## config.mk

```make
export PLATFORM = sky130hd
export DESIGN_NAME = motor_cmd_ramp
export DESIGN_NICKNAME = d
export VERILOG_FILES = /design/src/rtl/motor_cmd_ramp_pkg.sv /design/src/rtl/motor_cmd_ramp_channel.sv /design/src/rtl/motor_cmd_ramp.sv
export SDC_FILE = /design/constraint.sdc
export NUM_CORES = 1
export LEC_CHECK = 0
export CORE_ASPECT_RATIO = 0.8
export CORE_MARGIN = 8
export CORE_UTILIZATION = 45
export DETAILED_ROUTE_END_ITERATION = 12
export DONT_BUFFER_PORTS = 1
export PLACE_DENSITY = 0.62
export SLEW_MARGIN = 30
export SYNTH_ARGS = -nofsm -noshare
export SYNTH_HDL_FRONTEND = slang
export SYNTH_SLANG_ARGS = --single-unit
```

## constraint.sdc

```tcl
create_clock -name CLK100MHZ -period 4.66 [get_ports CLK100MHZ]
set_clock_uncertainty 0.05 [all_clocks]
set_input_delay 0.932 -clock CLK100MHZ [delete_from_list [all_inputs] [get_ports CLK100MHZ]]
set_output_delay 0.932 -clock CLK100MHZ [all_outputs]
set_load 0.01 [all_outputs]
```

## src/rtl/motor_cmd_ramp_pkg.sv

```systemverilog
// Shared types and defaults for the motor command ramp block.
package motor_cmd_pkg;
  localparam int DUTY_W = 18;
  typedef logic [DUTY_W-1:0] duty_t;

  typedef enum logic [1:0] {
    ST_IDLE  = 2'd0,
    ST_RUN   = 2'd1,
    ST_DECEL = 2'd2,
    ST_DEAD  = 2'd3
  } ch_state_e;

  localparam duty_t PERIOD  = 18'd200000;
  localparam duty_t DUTY_LO = 18'd50000;
  localparam duty_t DUTY_HI = 18'd150000;

  // One ramp step from cur toward tgt, never overshooting tgt.
  function automatic duty_t ramp_next(duty_t cur, duty_t tgt, duty_t step);
    logic [DUTY_W:0] up;
    duty_t           dn;
    up = {1'b0, cur} + {1'b0, step};
    dn = (cur < step) ? '0 : cur - step;
    if (cur < tgt)      ramp_next = (up > {1'b0, tgt}) ? tgt : up[DUTY_W-1:0];
    else if (cur > tgt) ramp_next = (dn < tgt) ? tgt : dn;
    else                ramp_next = cur;
  endfunction
endpackage

```

## src/rtl/motor_cmd_ramp_channel.sv

```systemverilog
// One motor channel: switch sync/debounce, reversal-safe FSM and duty ramp.
module motor_ramp_channel
  import motor_cmd_pkg::*;
#(
  parameter duty_t PERIOD      = motor_cmd_pkg::PERIOD,
  parameter duty_t DUTY_LO     = motor_cmd_pkg::DUTY_LO,
  parameter duty_t DUTY_HI     = motor_cmd_pkg::DUTY_HI,
  parameter duty_t RAMP_STEP   = 18'd5000,
  parameter int    DEAD_CYCLES = 1000000,
  parameter int    DEB_CYCLES  = 500000
) (
  input  logic  clk,
  input  logic  rst_n,
  input  logic  tick,
  input  logic  sw_en,
  input  logic  sw_dir,
  input  logic  sw_spd,
  output duty_t duty,
  output logic  dir_q,
  output logic  busy
);
  localparam int DBW = (DEB_CYCLES > 1) ? $clog2(DEB_CYCLES) : 1;
  localparam int DCW = (DEAD_CYCLES > 1) ? $clog2(DEAD_CYCLES) : 1;
  localparam logic [DBW-1:0] DEB_LAST  = DBW'(DEB_CYCLES - 1);
  localparam logic [DCW-1:0] DEAD_LAST = DCW'(DEAD_CYCLES - 1);

  // bit 0 = enable, bit 1 = direction, bit 2 = speed select
  logic [2:0]          s1, s2, db;
  logic [2:0][DBW-1:0] deb_cnt;

  always_ff @(posedge clk or negedge rst_n) begin
    if (!rst_n) begin
      s1      <= '0;
      s2      <= '0;
      db      <= '0;
      deb_cnt <= '0;
    end else begin
      s1 <= {sw_spd, sw_dir, sw_en};
      s2 <= s1;
      for (int i = 0; i < 3; i++) begin
        if (s2[i] == db[i]) begin
          deb_cnt[i] <= '0;
        end else if (deb_cnt[i] == DEB_LAST) begin
          db[i]      <= s2[i];
          deb_cnt[i] <= '0;
        end else begin
          deb_cnt[i] <= deb_cnt[i] + DBW'(1);
        end
      end
    end
  end

  logic en_db, dir_db, spd_db;
  assign en_db  = db[0];
  assign dir_db = db[1];
  assign spd_db = db[2];

  ch_state_e      state;
  logic [DCW-1:0] dead_cnt;
  duty_t          tgt_raw, tgt, duty_nxt;

  // DECEL shares the ramp path with a zero target.
  always_comb begin
    tgt_raw  = (state == ST_RUN && en_db) ? (spd_db ? DUTY_LO : DUTY_HI) : '0;
    tgt      = (tgt_raw > PERIOD) ? PERIOD : tgt_raw;
    duty_nxt = ramp_next(duty, tgt, RAMP_STEP);
  end

  always_ff @(posedge clk or negedge rst_n) begin
    if (!rst_n) begin
      state    <= ST_IDLE;
      duty     <= '0;
      dir_q    <= 1'b0;
      dead_cnt <= '0;
    end else begin
      case (state)
        ST_IDLE: begin
          duty <= '0;
          if (en_db) begin
            dir_q <= dir_db;
            state <= ST_RUN;
          end
        end
        ST_RUN: begin
          if (tick) duty <= duty_nxt;
          if (dir_db != dir_q)            state <= ST_DECEL;
          else if (!en_db && duty == '0)  state <= ST_IDLE;
        end
        ST_DECEL: begin
          if (tick) duty <= duty_nxt;
          if (dir_db == dir_q) begin
            state <= ST_RUN;
          end else if (duty == '0) begin
            state    <= ST_DEAD;
            dead_cnt <= '0;
          end
        end
        ST_DEAD: begin
          duty <= '0;
          // Direction is sampled only at expiry; toggles mid-count are ignored.
          if (dead_cnt == DEAD_LAST) begin
            dir_q <= dir_db;
            state <= en_db ? ST_RUN : ST_IDLE;
          end else begin
            dead_cnt <= dead_cnt + DCW'(1);
          end
        end
        default: state <= ST_IDLE;
      endcase
    end
  end

  assign busy = (state == ST_DECEL) || (state == ST_DEAD);
endmodule

```

## src/rtl/motor_cmd_ramp.sv

```systemverilog
// Two-channel motor command stage: shared ramp tick plus per-channel ramp FSMs.
module motor_cmd_ramp
  import motor_cmd_pkg::*;
#(
  parameter duty_t PERIOD      = motor_cmd_pkg::PERIOD,
  parameter duty_t DUTY_LO     = motor_cmd_pkg::DUTY_LO,
  parameter duty_t DUTY_HI     = motor_cmd_pkg::DUTY_HI,
  parameter int    RAMP_DIV    = 100000,
  parameter duty_t RAMP_STEP   = 18'd5000,
  parameter int    DEAD_CYCLES = 1000000,
  parameter int    DEB_CYCLES  = 500000
) (
  input  logic        CLK100MHZ,
  input  logic        CPU_RESETN,
  input  logic [1:0]  sw_en,
  input  logic [1:0]  sw_dir,
  input  logic [1:0]  sw_spd,
  output logic [17:0] duty_a,
  output logic [17:0] duty_b,
  output logic        in1_a,
  output logic        in2_a,
  output logic        in1_b,
  output logic        in2_b,
  output logic [1:0]  busy
);
  localparam int NUM_CH = 2;
  localparam int DVW    = (RAMP_DIV > 1) ? $clog2(RAMP_DIV) : 1;

  logic [DVW-1:0] div_cnt;
  logic           tick;

  assign tick = (div_cnt == DVW'(RAMP_DIV - 1));

  always_ff @(posedge CLK100MHZ or negedge CPU_RESETN) begin
    if (!CPU_RESETN) div_cnt <= '0;
    else             div_cnt <= tick ? '0 : div_cnt + DVW'(1);
  end

  duty_t [NUM_CH-1:0] duty;
  logic  [NUM_CH-1:0] dir_q;

  for (genvar c = 0; c < NUM_CH; c++) begin : g_ch
    motor_ramp_channel #(
      .PERIOD      (PERIOD),
      .DUTY_LO     (DUTY_LO),
      .DUTY_HI     (DUTY_HI),
      .RAMP_STEP   (RAMP_STEP),
      .DEAD_CYCLES (DEAD_CYCLES),
      .DEB_CYCLES  (DEB_CYCLES)
    ) u_ch (
      .clk    (CLK100MHZ),
      .rst_n  (CPU_RESETN),
      .tick   (tick),
      .sw_en  (sw_en[c]),
      .sw_dir (sw_dir[c]),
      .sw_spd (sw_spd[c]),
      .duty   (duty[c]),
      .dir_q  (dir_q[c]),
      .busy   (busy[c])
    );
  end

  assign duty_a = duty[0];
  assign duty_b = duty[1];
  assign in1_a  = dir_q[0];
  assign in2_a  = ~dir_q[0];
  assign in1_b  = dir_q[1];
  assign in2_b  = ~dir_q[1];
endmodule

```

==> flow_summary.json, run 1 <==
{
  "postLayoutCellArea_um2": 15700,
  "utilization_pct": 50.2,
  "drive_above_1_share_pct": 8.40,
  "antenna_found_initial": 0,
  "syn-mean-instance-area_um2": 8.87,
  "gp_congestion": 0.925,
  "wl_per_cell_um": 16.8,
  "cts_buffers": 26,
  "post-route-worst-setup-slack_ps": 209,
  "post_cts_resized": 0,
  "htree_levels": 1,
  "syn_inst": 1605,
  "post-dp-hpwl_mm": 24.2,
  "irDropWorstVdd_mv": 0.242,
  "dp_cells": 2005,
  "die_height_um": 175,
  "synth_cell_type_count": 87,
  "dr.pass1.iters": 7,
  "r2r-start": "g_ch[1].u_ch.state[1]",
  "rows": 58,
  "vias": 11800,
  "synth_edf_count": 0,
  "worst_pin_slew_ps": 815,
  "path_max_fanout": 8,
  "post_dp_cell_area_um2": 14800,
  "relSlewSlack_pct": 45.5,
  "fillers": 2876,
  "ys.flop_type": "dfrtp_1",
  "globalRouteOverflowTotal": 0,
  "cp-end-kind": "flop",
  "worst_hold_slack_ps": 41.1,
  "synthTopCellsByCount": "dfrtp_1, nor2_1, nand2_1, nand3_1, xor2_1",
  "hp-class": "in -> async",
  "nets": 1702,
  "drtAntennaViolNets": 0,
  "rsz0062_at_grt": "false",
  "cts_tree": "done",
  "use_met1_pct": 26.6,
  "fin_crit_ps": 4450,
  "initial_core_util_pct": 45.5,
  "reg2reg_depth": 14,
  "drtIter0Drc": 990,
  "clock_sinks": 225,
  "pre_cts_slack_ps": 372,
  "instances_no_fill": 2051,
  "netlist_top_cells_area": "dfrtp_1, ha_1, nor2_1",
  "clock_path_buffers": 3,
  "num_io_pins": 50,
  "ys_seq_area_share_pct": 39.6,
  "clk_pin_slew_ps": 60,
  "grt_pass1_vias": 11200,
  "cp.required_ps": 5080,
  "crit_path_start_kind": "flop",
  "routed_wl_mm": 34.5,
  "die_area_um2": 37600,
  "insertion_delay_ps": 540,
  "status": "finished clean",
  "n_antenna_cell": 0,
  "setup_viol": 0,
  "chipWidth_um": 215,
  "synth_area_leader_cell": "dfrtp_1",
  "cap_violations": 0,
  "fmax_mhz": 225,
  "met3_usage_pct": 3.44,
  "finalMaxSlewViolations": 0,
  "yosysWarnings": 0,
  "final_hold_viol_count": 0,
  "coreArea_um2": 31300,
  "grt_pass1_wl_mm": 57.4,
  "io_buffers": 0,
  "postCtsSetupRepairBufs": 0,
  "grtUsageTotal_pct": 17.8,
  "cp.arrival_ps": 4870,
  "power_density_nw_per_um2": 265,
  "period_share_pct": 95.5,
  "route.detailed.drc": 0,
  "p_leak_nw": 6.92,
  "startpoint": "g_ch[1].u_ch.state[1]",
  "grt.met2_usage_pct": 26.2,
  "grt_max_degree": 226,
  "cts_hold_buf": 0,
  "yosysTopAreaCellShare_pct": 39.6,
  "tns_ps": 0,
  "ys_async_sr_fraction_pct": 100,
  "synth_area_um2": 14200,
  "grt_busiest_layer": "met1",
  "critPathKind": "reg -> reg",
  "power.total_mw": 4.16,
  "ys_seq_elements": 225,
  "yosysMostFrequentCell": "dfrtp_1",
  "area_delta_synth_final_pct": 10.2,
  "root_buffer": "clkbuf_16",
  "routed_via_density": 5.73
}
==> worst max-delay path, cell delays in order (launching register included) <==
cell and delay (ps):
dfrtp_1 420, inv_1 140, ha_1 200, and2_1 200, nand2b_1 320, ha_1 430, a21o_1 180, a211o_1 280
nor3_1 150, o31ai_1 180, a21oi_1 660, nand2_1 380, a221o_1 410, o31ai_1 240, a21o_1 140
==> layer usage <==
| metal | share of wire (%) | vias up |
|---|---|---|
| met3 | 7.0 | 46 |
| met4 | 1.7 | 0 |
| met1 | 49 | 5667 |
| li1 | - | 5704 |
| met2 | 42 | 335 |
| met5 | 0 | - |
==> cells in the final DEF, fill, tap and decap left out, types with 15 or more instances in the layout <==
| cell type | count |
|---|---|
| nand2_1 | 158 |
| clkbuf_16 | 26 |
| ha_1 | 81 |
| dfrtp_1 | 225 |
| and3_1 | 41 |
| nand3_1 | 95 |
| buf_4 | 46 |
| nor2_1 | 218 |
| a21o_1 | 15 |
| a21oi_1 | 55 |
| nand2b_1 | 16 |
| inv_1 | 46 |
| nor3_1 | 44 |
| o21ai_0 | 68 |
| xnor2_1 | 66 |
| nand4_1 | 22 |
| xor2_1 | 88 |
| or3_1 | 25 |
| o31ai_1 | 27 |
==> kinds of logic after synthesis <==
kind of cell / count (synthesis) / synth area share (%)
adders and majority gates: 81 / 7.12
and+or+nand+nor: 727 / 25.3
AOI/OAI and AO/OA: 286 / 13.9
other: 1 / 0.0264
buffers and inverters: 117 / 3.53
xor gates and xnor gates: 154 / 9.48
muxes: 14 / 1.08
DFF: 225 / 39.6
==> layout make-up <==
cell class	instances	area, µm²	area share, %
Timing Repair Buffer	46	345	2.20
Clock buffer	29	692	4.41
Inverter	46	173	1.10
Multi-Input combinational cell	1268	8120	51.8
Tap cell	420	526	3.35
Clock inverter	17	203	1.29
Sequential cell	225	5630	35.9
==> sequential cells by signal, indices dropped and copies added, names as in the netlist <==
| register | flops |
|---|---|
| g_ch.u_ch.deb_cnt | 114 |
| g_ch.u_ch.dead_cnt | 40 |
| g_ch.u_ch.duty | 30 |
| div_cnt | 17 |
| g_ch.u_ch.db | 6 |
| g_ch.u_ch.s1 | 6 |
| g_ch.u_ch.s2 | 6 |
| g_ch.u_ch.state | 4 |
| g_ch.u_ch.dir_q | 2 |
==> report_power, final <==
part | switching, mW | total, mW | internal, mW
logic | 0.0284 | 0.0441 | 0.0156
registers | 0.0159 | 1.99 | 1.97
clock network | 0.833 | 2.12 | 1.29
==> final timing paths <==
check                      slack (ps)                  endpoint
hold / removal                     40  g_ch[0].u_ch.deb_cnt[27]
hold reg to reg                   300        g_ch[0].u_ch.s2[1]
max in group asynchronous        4160      g_ch[1].u_ch.duty[9]
min in group CLK100MHZ            300        g_ch[0].u_ch.s2[1]
setup / recovery                  210      g_ch[1].u_ch.duty[5]
setup reg to reg                  210      g_ch[1].u_ch.duty[5]
Note: power is estimated with default switching activity, not from simulation.
==> run 2, diff against run 1 <==
--- a/config.mk
+++ b/config.mk
@@ -8,6 +8,7 @@
 export CORE_ASPECT_RATIO = 0.8
 export CORE_MARGIN = 8
 export CORE_UTILIZATION = 45
+export CTS_CLUSTER_SIZE = 40
 export DETAILED_ROUTE_END_ITERATION = 12
 export DONT_BUFFER_PORTS = 1
 export PLACE_DENSITY = 0.62
==> flow_summary.json, run 2 (same netlist as run 1, synthesis figures left out) <==
{
  "status": "finished clean",
  "coreArea_um2": 31300,
  "post_dp_cell_area_um2": 14800,
  "fin_crit_ps": 4450,
  "fmax_mhz": 225,
  "drtIter0Drc": 876,
  "r2r_slack_ps": 210,
  "routed_via_density": 5.72,
  "clk_pin_slew_ps": 60,
  "io_buffers": 0,
  "slowest_delay_ps": 680,
  "postCtsSetupRepairBufs": 0,
  "chipWidth_um": 215,
  "cp.arrival_ps": 4870,
  "globalRouteOverflowTotal": 0,
  "crit_buf_inv": 1,
  "r2r-end": "g_ch[1].u_ch.duty[5]",
  "period_share_pct": 95.5,
  "postLayoutCellArea_um2": 15700,
  "slowest_stage": "a21oi_1",
  "drive_above_1_share_pct": 8.40,
  "num_io_pins": 50,
  "tns_ps": 0,
  "cap_violations": 0,
  "critPathKind": "reg -> reg",
  "rows": 58,
  "fillers": 2873,
  "reg_top3": "g_ch.u_ch.deb_cnt: 114 flops, g_ch.u_ch.dead_cnt: 40 flops, g_ch.u_ch.duty: 30 flops",
  "antenna_found_initial": 0,
  "worst_pin_slew_ps": 831,
  "drtAntennaViolNets": 0,
  "r2r-start": "g_ch[1].u_ch.state[1]",
  "worst_hold_slack_ps": 39.5,
  "p_leak_nw": 6.93,
  "htree_levels": 1,
  "finalMaxSlewViolations": 0,
  "relSlewSlack_pct": 44.4,
  "final_hold_viol_count": 0,
  "cts_hold_buf": 0,
  "dr_wl_met2_mm": 14.4,
  "layout.cells.most_common_list": "dfrtp_1, nor2_1, nand2_1, nand3_1, xor2_1",
  "post_cts_resized": 0,
  "power_density_nw_per_um2": 267,
  "grt_pass1_wl_mm": 57.3,
  "setup_viol": 0,
  "cts_tree": "done",
  "hp-class": "in -> async",
  "multi_input_area_um2": 8120,
  "die_height_um": 175,
  "wl_met3_mm": 2.59,
  "regMostFlops": "g_ch.u_ch.deb_cnt",
  "dp_cells": 2005,
  "reg2reg_depth": 14,
  "vias": 11700,
  "largest_reg_flops": 114,
  "route.detailed.drc": 0,
  "path_max_fanout": 8,
  "met1_length_mm": 16.9,
  "rsz0062_at_grt": "false",
  "power.total_mw": 4.20,
  "gp_congestion": 0.925,
  "root_buffer": "clkbuf_16",
  "instances_no_fill": 2051,
  "clock_path_buffers": 3,
  "insertion_delay_ps": 540,
  "post-dp-hpwl_mm": 24.2,
  "cpLargestDelayFamily": "compound AO/OA/AOI/OAI gates",
  "area_delta_synth_final_pct": 10.4,
  "path_cells": "inv_1 > ha_1 > and2_1 > nand2b_1 > ha_1 > a21o_1 > a211o_1 > nor3_1 > o31ai_1 > a21oi_1 > nand2_1 > a221o_1 > o31ai_1 > a21o_1",
  "cp.required_ps": 5080,
  "irDropWorstVdd_mv": 0.225,
  "grt_max_degree": 226,
  "cp-end-kind": "flop",
  "grtUsageTotal_pct": 17.8,
  "clock_sinks": 225,
  "wl_per_cell_um": 16.8,
  "initial_core_util_pct": 45.5,
  "crit_path_start_kind": "flop",
  "cts_buffers": 26,
  "highest-signal-layer": "met4",
  "die_area_um2": 37600,
  "nets": 1702,
  "n_antenna_cell": 0,
  "seqCellArea_um2": 5630,
  "final_common_cell": "dfrtp_1",
  "grt_pass1_vias": 11200,
  "routed_wl_mm": 34.5,
  "dr.pass1.iters": 5
}
## run 2: layout make-up
type,instances,area share (%)
multi-input combinational,1268,51.7
sequential,225,35.8
clock buffer,29,4.40
tap,420,3.35
timing repair buffer,46,2.20
clock inverter,17,1.43
inverter,46,1.10
## run 2: through the flow
stage          util (%)  setup slack (ps)
5_1_grt            50.2              66.1
3_3_place_gp       47.3               367
3_5_place_dp       47.3               372
2_1_floorplan         -               834
4_1_cts            50.2               318
6_report           50.2               211
## run 2: layer usage
metal  vias up  global-route usage [%]
li1       5704                       -
met1      5628                    26.5
met2       360                    26.2
met3        47                    3.42
met4         0                    4.19
met5         -                       0
## run 2: worst max-delay path by stage
stage / from / to / cells past startpoint
finish: g_ch[1].u_ch.state[1] / g_ch[1].u_ch.duty[5] / 14
global route: g_ch[1].u_ch.state[1] / g_ch[1].u_ch.duty[5] / 14
CTS: g_ch[1].u_ch.state[1] / g_ch[1].u_ch.duty[5] / 14
detailed placement: g_ch[1].u_ch.state[1] / g_ch[1].u_ch.duty[5] / 14
global placement: g_ch[1].u_ch.state[1] / g_ch[1].u_ch.duty[5] / 14
floorplan: g_ch[1].u_ch.duty[6] / g_ch[1].u_ch.duty[5] / 15
## run 2: report_power, final
group / internal [mW] / switching, mW
clock: 1.34 / 0.825
sequential: 1.97 / 0.0159
combinational: 0.0156 / 0.0286
==> run 3, diff against run 2 <==
--- a/config.mk
+++ b/config.mk
@@ -12,7 +12,9 @@
 export DETAILED_ROUTE_END_ITERATION = 12
 export DONT_BUFFER_PORTS = 1
 export PLACE_DENSITY = 0.62
+export SKIP_LAST_GASP = 1
 export SLEW_MARGIN = 30
 export SYNTH_ARGS = -nofsm -noshare
 export SYNTH_HDL_FRONTEND = slang
+export SYNTH_HIERARCHICAL = 1
 export SYNTH_SLANG_ARGS = --single-unit
==> flow_summary.json, run 3 <==
{
  "status": "finished clean",
  "yosysTopAreaCellShare_pct": 39.4,
  "drtAntennaViolNets": 0,
  "reg_top3": "g_ch.u_ch/deb_cnt: 114 flops, g_ch.u_ch/dead_cnt: 40 flops, g_ch.u_ch/duty: 30 flops",
  "slowest_delay_ps": 630,
  "fin_crit_ps": 4310,
  "synth_area_um2": 14300,
  "final_hold_viol_count": 0,
  "irDropWorstVdd_mv": 0.224,
  "grt_max_degree": 226,
  "crit_path_start_kind": "flop",
  "cts_hold_buf": 0,
  "relSlewSlack_pct": 53.9,
  "wl_per_cell_um": 16.7,
  "cap_violations": 0,
  "drive_above_1_share_pct": 9.29,
  "layout.cells.most_common_list": "dfrtp_1, nor2_1, nand2_1, xor2_1, nand3_1",
  "grt_busiest_layer": "met1",
  "yosysMostFrequentCell": "dfrtp_1",
  "ys_seq_area_share_pct": 39.4,
  "rsz0062_at_grt": "false",
  "htree_levels": 1,
  "period_share_pct": 92.4,
  "chipWidth_um": 215,
  "instances_no_fill": 2013,
  "synth_edf_count": 0,
  "post-dp-hpwl_mm": 23.6,
  "post_cts_resized": 0,
  "die_height_um": 175,
  "synthTopCellsByCount": "dfrtp_1, nor2_1, nand2_1, xor2_1, nand3_1",
  "largest_reg_flops": 114,
  "insertion_delay_ps": 550,
  "path_cells": "or4_4 > a211oi_2 > and2_1 > nor2_1 > ha_1 > nand4_1 > nor2_1 > o311ai_0 > a31oi_4 > o21ai_4 > nor2_1 > a211o_1 > o211ai_2",
  "num_io_pins": 50,
  "cts_buffers": 26,
  "post-route-worst-setup-slack_ps": 353,
  "power_density_nw_per_um2": 272,
  "rows": 58,
  "regMostFlops": "g_ch.u_ch/deb_cnt",
  "nets": 1662,
  "clock_path_buffers": 3,
  "route.detailed.drc": 0,
  "postCtsSetupRepairBufs": 0,
  "final_common_cell": "dfrtp_1",
  "routed_wl_mm": 33.7,
  "root_buffer": "clkbuf_16",
  "critPathKind": "reg -> reg",
  "dr.pass1.iters": 6,
  "drtIter0Drc": 913,
  "ys_seq_elements": 225,
  "die_area_um2": 37800,
  "synth_cell_type_count": 94,
  "grtUsageTotal_pct": 17.7,
  "finalMaxSlewViolations": 0,
  "globalRouteOverflowTotal": 0,
  "ys.flop_type": "dfrtp_1",
  "io_buffers": 0,
  "multi_input_area_um2": 8180,
  "slowest_stage": "or4_4",
  "power.total_mw": 4.29,
  "worst_pin_slew_ps": 686,
  "setup_viol": 0,
  "cp.required_ps": 5090,
  "vias": 11500,
  "synth_area_leader_cell": "dfrtp_1",
  "routed_via_density": 5.69,
  "path_max_fanout": 10,
  "cp.arrival_ps": 4730,
  "tns_ps": 0,
  "grt.met2_usage_pct": 26.2,
  "seqCellArea_um2": 5630,
  "dp_cells": 1965,
  "met3_usage_pct": 2.78,
  "area_delta_synth_final_pct": 10.3,
  "utilization_pct": 50.3,
  "use_met1_pct": 26.9,
  "antenna_found_initial": 1,
  "clk_pin_slew_ps": 60,
  "fmax_mhz": 232,
  "p_leak_nw": 6.84,
  "crit_top_cell": "nor2_1",
  "initial_core_util_pct": 45.6,
  "pre_cts_slack_ps": 416,
  "grt_pass1_vias": 11000,
  "syn_inst": 1567,
  "netlist_top_cells_area": "dfrtp_1, ha_1, xor2_1",
  "cts_tree": "done",
  "syn-mean-instance-area_um2": 9.12,
  "clock_sinks": 225,
  "grt_pass1_wl_mm": 57.4,
  "ys_async_sr_fraction_pct": 100,
  "yosysWarnings": 6,
  "gp_congestion": 0.913,
  "fillers": 2934,
  "n_antenna_cell": 0,
  "coreArea_um2": 31400,
  "cp-end-kind": "flop",
  "hp-class": "in -> async"
}
-- run 3: cell count changes in the layout (fill, tap and decap cells not counted), moves of 9 or more --
cell	delta
nand2_1	-30
nand4_1	+12
nor3_1	-9
o31ai_1	-18
or3_1	+13
-- run 3: cells by family (layout without fill, tap and decap cells) --
family | count (synthesis) | in the layout | share of synthesized area, %
xor gates and xnor gates | 170 | 170 | 10.4
AOI/OAI and AO/OA | 254 | 254 | 12.7
muxes | 14 | 14 | 1.10
adders and majority gates | 81 | 81 | 7.09
DFF | 225 | 225 | 39.4
and+or+nand+nor | 709 | 709 | 25.5
buffers and inverters | 112 | 134 | 3.70
other | 2 | 6 | 0.0525
-- run 3: final cells by class --
cell class / instances / area share (%)
multi-input combinational: 1234 / 51.9
clock buffer: 30 / 4.29
clock inverter: 18 / 1.81
sequential: 225 / 35.7
inverter: 46 / 1.10
tap: 420 / 3.33
timing repair buffer: 40 / 1.90
-- run 3: metal layers --
| layer | routed length [µm] | part of all wire (%) | vias up |
|---|---|---|---|
| met2 | 14100 | 42 | 300 |
| met4 | 578 | 1.7 | 2 |
| met1 | 17000 | 51 | 5525 |
| met5 | 8 | 0.024 | - |
| met3 | 1930 | 5.7 | 48 |
| li1 | - | - | 5587 |
-- run 3: power breakdown --
part           total (mW)  internal (mW)  switching (mW)
Clock                2.26           1.39           0.871
Sequential           1.99           1.97          0.0164
Combinational      0.0443         0.0156          0.0287
Total                4.29           3.38           0.916
-- run 3: final timing paths --
kind                                            from                     to  slack, ps  cells after the start
max in group asynchronous                 CPU_RESETN  g_ch[0].u_ch/duty[16]       4210                      0
worst min register to register    g_ch[1].u_ch/s1[0]     g_ch[1].u_ch/s2[0]        300                      0
worst max-delay path            g_ch[0].u_ch/duty[4]   g_ch[0].u_ch/duty[5]        350                     13
worst max register to register  g_ch[0].u_ch/duty[4]   g_ch[0].u_ch/duty[5]        350                     13
worst min-delay path                      CPU_RESETN     g_ch[0].u_ch/s1[0]         50                      0
min in group CLK100MHZ            g_ch[1].u_ch/s1[0]     g_ch[1].u_ch/s2[0]        300                      0
-- run 3: worst max-delay path: cells and delay by family, from the launching register on --
kind	cells	cell delay [ps]
AND/OR/NAND/NOR	6	1460
flip-flops	1	520
adder cells (fa/ha/maj)	1	320
AO/OA/AOI/OAI	6	1880
-- run 3: per-stage QoR --
step	hold slack (ps)	area, µm²
2_1_floorplan	281	14300
3_3_place_gp	284	14800
3_5_place_dp	285	14800
4_1_cts	8.28	15800
5_1_grt	12.8	15800
6_report	45.0	15800
